### config.mk
export PLATFORM = sky130hd
export DESIGN_NAME = q88_mac_pe
export DESIGN_NICKNAME = d
export VERILOG_FILES = /design/src/rtl/q88_mac_pe.sv
export SDC_FILE = /design/constraint.sdc
export NUM_CORES = 1
export LEC_CHECK = 0
export CAP_MARGIN = 10
export CORE_ASPECT_RATIO = 0.8
export CORE_MARGIN = 4
export CORE_UTILIZATION = 35
export CTS_BUF_LIST = sky130_fd_sc_hd__clkbuf_4
export DETAILED_ROUTE_END_ITERATION = 8
export GPL_ROUTABILITY_DRIVEN = 1
export HOLD_SLACK_MARGIN = 0.15
export SKIP_LAST_GASP = 1
export SLEW_MARGIN = 20
export SYNTH_ARGS = -nofsm -noshare
export SYNTH_HDL_FRONTEND = slang
export SYNTH_SLANG_ARGS = --single-unit
### constraint.sdc
create_clock -name clk_i -period 11 [get_ports clk_i]
set_input_delay 3.3 -clock clk_i [delete_from_list [all_inputs] [get_ports clk_i]]
set_output_delay 3.3 -clock clk_i [all_outputs]
set_load 0.01 [all_outputs]
### src/rtl/q88_mac_pe.sv
// Q8.8 signed multiply-accumulate PE: three register stages, one operation per clock.
// Define Q88_MAC_PE_SAT_EN for saturating product/accumulate; otherwise both wrap to 16 bits.
module q88_mac_pe #(
    parameter int FRAC_W = 8
) (
    input  logic        clk_i,
    input  logic        rst_ni,
    input  logic [31:0] input_example_1_i,
    input  logic        input_example_2_i,
    output logic [15:0] output_example_o
);

    localparam int DATA_W = 16;
    localparam int MUL_W  = 2 * DATA_W;
    localparam int EXT_W  = MUL_W + 1;
    localparam logic signed [EXT_W-1:0] RND_BIAS = EXT_W'(1) <<< (FRAC_W - 1);

    // Round half up: add half an LSB of the result, then arithmetic shift.
    function automatic logic signed [EXT_W-1:0] round_q(input logic signed [MUL_W-1:0] p);
        logic signed [EXT_W-1:0] pe;
        pe = EXT_W'(p);
        return (pe + RND_BIAS) >>> FRAC_W;
    endfunction

`ifdef Q88_MAC_PE_SAT_EN
    function automatic logic signed [DATA_W-1:0] sat16(input logic signed [EXT_W-1:0] v);
        logic [EXT_W-DATA_W:0] hi;
        hi = v[EXT_W-1:DATA_W-1];
        if (hi == '0 || hi == '1)
            return v[DATA_W-1:0];
        else if (v[EXT_W-1])
            return {1'b1, {(DATA_W-1){1'b0}}};
        else
            return {1'b0, {(DATA_W-1){1'b1}}};
    endfunction
`endif

    function automatic logic signed [DATA_W-1:0] narrow(input logic signed [EXT_W-1:0] v);
`ifdef Q88_MAC_PE_SAT_EN
        return sat16(v);
`else
        return DATA_W'(v);
`endif
    endfunction

    logic signed [DATA_W-1:0] a_p0;
    logic signed [DATA_W-1:0] b_p0;
    logic                     mode_p0;
    logic signed [DATA_W-1:0] prod_p1;
    logic                     mode_p1;
    logic signed [DATA_W-1:0] acc_p2;

    logic signed [MUL_W-1:0]  mul_full;
    logic signed [DATA_W-1:0] prod_nxt;
    logic signed [DATA_W:0]   sum_17;
    logic signed [DATA_W-1:0] acc_nxt;

    // S1: capture operands and mode; mode resets to accumulate so flushed zeros hold acc at 0.
    always_ff @(posedge clk_i or negedge rst_ni) begin
        if (!rst_ni) begin
            a_p0    <= '0;
            b_p0    <= '0;
            mode_p0 <= 1'b1;
        end else begin
            a_p0    <= input_example_1_i[31:16];
            b_p0    <= input_example_1_i[15:0];
            mode_p0 <= input_example_2_i;
        end
    end

    always_comb begin
        mul_full = MUL_W'(a_p0) * MUL_W'(b_p0);
        prod_nxt = narrow(round_q(mul_full));
    end

    // S2: rounded, narrowed product.
    always_ff @(posedge clk_i or negedge rst_ni) begin
        if (!rst_ni) begin
            prod_p1 <= '0;
            mode_p1 <= 1'b1;
        end else begin
            prod_p1 <= prod_nxt;
            mode_p1 <= mode_p0;
        end
    end

    always_comb begin
        sum_17  = (DATA_W+1)'(acc_p2) + (DATA_W+1)'(prod_p1);
        acc_nxt = mode_p1 ? narrow(EXT_W'(sum_17)) : prod_p1;
    end

    // S3: accumulator; the adder reads the value written on the previous edge.
    always_ff @(posedge clk_i or negedge rst_ni) begin
        if (!rst_ni)
            acc_p2 <= '0;
        else
            acc_p2 <= acc_nxt;
    end

    assign output_example_o = acc_p2;

endmodule

==> flow_metrics.tcl <==
set metrics [dict create \
    slew_headroom_pct 42.41 \
    slew_viol_final 0 \
    h-tree-depth 3 \
    async_flop_share_pct 100.0 \
    status "completed" \
    critical_path_arrival_ns 6.35 \
    synth.largest_area_cell "fa_1" \
    vias 6469 \
    skew_ns 0.01894 \
    cp-end-kind "register" \
    crit_type "reg2reg" \
    cts_sinks 66 \
    ctsResizeCount 0 \
    numCtsBuffers 9 \
    utilization_pct 39.33 \
    synthDominantCellAreaShare_pct 38.08 \
    yosysSeqAreaShare_pct 16.73 \
    yosys_warnings 0 \
    cp-start-kind "register" \
    grt_util_met2_pct 22.33 \
    ctsHoldBuffers 0 \
    finalSetupViolCount 0 \
    synthesis.area_um2 9884 \
    antenna_found_initial 0 \
    clockBufferDepth 2 \
    critPathRequiredTime_ns 11.32 \
    synth_fp_nets 1319 \
    rows 54 \
    worstPathMaxFanout 16 \
    grt_max_degree 67 \
    drt_iter0_drc 372 \
    use_met1_pct 21.96 \
    io_pins 51 \
    drtPass1Iterations 6 \
    die-height_um 158.3 \
    timing.final.crit_share_pct 54.82 \
    rsz0062_at_grt "no" \
    antenna_left 0 \
    fillCellCount 2736 \
    drive_gt1_share_pct 3.537 \
    dpl.hpwl_mm 17.57 \
    fin_tns_setup_ns 0 \
    grt_usage_pct 14.94 \
    io_buffers 50 \
    area_growth_pct 9.696 \
    dieArea_um2 31010 \
    busiest_layer "met2" \
    hold_viol 0 \
    cts_tree "built" \
    vias_per_cell 4.588 \
    post_cts.repair.setup_buffers 0 \
    n_antenna_cell 0 \
    synth_seq_cells 66 \
    fin_crit_ns 6.030 \
    globalRouteOverflowTotal 0 \
    ctsRootBufferMaster "clkbuf_4" \
    grtUsageMet3_pct 3.998 \
    grt_pass1_wl_mm 36.62 \
    initial_core_util_pct 35.86 \
    ys.flop_type "dfrtp_1" \
    synthCells 1013 \
    gp_congestion 0.8585 \
    ys_top_cells_by_area "fa_1, dfrtp_1, ha_1, inv_1, and2_1" \
    fmax_ghz 0.1658 \
    fin_nets 1347 \
    ys_types 49 \
    tightest_slew_ns 0.8639 \
    drc_errors 0 \
    dieWidth_um 195.9 \
    synth-edff-count 0 \
    wl_mm 21.13 \
    clk_latency_ns 0.46 \
    routedWlPerCell_um 14.99 \
    core_um2 27570 \
    maxCapViolCount 0 \
    grt_pass1_vias 7265 \
    hold_class "reg2reg" \
    synth_area_per_cell_um2 9.758 \
    clk_pin_slew_worst_paths_ns 0.11 \
]
cells in the final DEF (no fill, tap or decap), types with 11 or more instances in the layout:
master	netlist	final
inv_1	245	245
fa_1	188	188
nand2_1	126	126
and2_1	105	105
ha_1	83	83
dfrtp_1	64	64
clkdlybuf4s50_1	0	49
xnor2_1	34	34
nor2_1	16	16
a21oi_1	13	13
xor2_1	12	12
clkbuf_4	0	11
cell type report:
class / count / area, µm² / share of cell area (%)
tap: 364 / 455.4 / 4.200
sequential: 66 / 1654 / 15.26
multi-input combinational: 668 / 7183 / 66.25
clock buffer: 11 / 82.58 / 0.7616
inverter: 246 / 923.4 / 8.516
timing repair buffer: 50 / 498.0 / 4.593
clock inverter: 5 / 46.29 / 0.4270
routing by layer:
metal	part of all wire, %	routed length, µm
met1	49	10260
met2	42	8853
met3	8.2	1732
met4	1.4	293
met5	0	0
Yosys cell counts (2+ instances only):
| master | count |
|---|---|
| fa_1 | 188 |
| a31oi_1 | 3 |
| nor4_1 | 2 |
| nor3_1 | 6 |
| dfstp_2 | 2 |
| o211ai_1 | 2 |
| and3_1 | 2 |
| nor2b_1 | 2 |
| xor2_1 | 12 |
| a211oi_2 | 2 |
| nand3_1 | 7 |
| or3_1 | 4 |
| nand2b_1 | 6 |
| a21boi_0 | 2 |
| mux2_2 | 9 |
| ha_1 | 83 |
| a21oi_1 | 13 |
| dfrtp_1 | 64 |
| clkbuf_1 | 33 |
| o21ai_0 | 8 |
| o21a_1 | 3 |
| nor2_1 | 16 |
| a21o_1 | 9 |
| and2_1 | 105 |
| xnor2_1 | 34 |
| nand2_1 | 126 |
| o31a_1 | 2 |
| a211o_1 | 2 |
| nand4_1 | 2 |
| inv_1 | 245 |
metrics by stage:
| stage | hold WS [ns] | cells | worst slack (ns) | area [µm²] |
|---|---|---|---|---|
| global placement | 0.3504 | 1394 | 5.107 | 10710 |
| detailed placement | 0.3497 | 1394 | 5.014 | 10710 |
| CTS | 0.3693 | 1410 | 4.980 | 10840 |
| finish | 0.3654 | 1410 | 4.970 | 10840 |
| global route | 0.3709 | 1410 | 4.697 | 10840 |
| floorplan | 0.3452 | 1013 | 5.369 | 9884 |
registers in the layout, summed over array words and instances, names as in the netlist:
name and count:
b_p0 16, prod_p1 16, mode_p0 1, mode_p1 1
output_example_o 16, a_p0 16
cells by family after synthesis:
group	synth area share, %
adders and majority gates	48.58
xor gates and xnor gates	4.076
and+or+nand+nor	14.19
DFF	16.73
muxes	1.025
buffers and inverters	10.59
AOI/OAI and AO/OA	4.798
worst paths after layout:
path | slack (ns) | start | endpoint | cells past startpoint
worst max-delay path | 4.97 | b_p0[1]$_DFF_PN0_ | prod_p1[12]$_DFF_PN0_ | 19
worst min-delay path | 0.37 | mode_p0$_DFF_PN1_ | mode_p1$_DFF_PN1_ | 0
worst max register to register | 4.97 | b_p0[1]$_DFF_PN0_ | prod_p1[12]$_DFF_PN0_ | 19
worst min register to register | 0.37 | mode_p0$_DFF_PN1_ | mode_p1$_DFF_PN1_ | 0
max in group asynchronous | 7.47 | rst_ni | prod_p1[14]$_DFF_PN0_ | 1
min in group asynchronous | 2.91 | rst_ni | a_p0[15]$_DFF_PN0_ | 1
critical path, stage by stage, from the launching register on:
cell	delay, ns
dfrtp_1	0.71
nand2_1	0.16
fa_1	0.54
fa_1	0.60
fa_1	0.49
fa_1	0.56
inv_1	0.05
fa_1	0.47
inv_1	0.05
fa_1	0.47
inv_1	0.04
ha_1	0.32
a21o_1	0.22
a21oi_1	0.24
o21ai_4	0.12
a211oi_2	0.27
nor2_1	0.11
a21o_1	0.22
a211oi_2	0.21
nor2_1	0.05
Power is left out: the tool's default activity adds up to more than one toggle a clock period on the data nets, which glitch-free logic cannot reach.
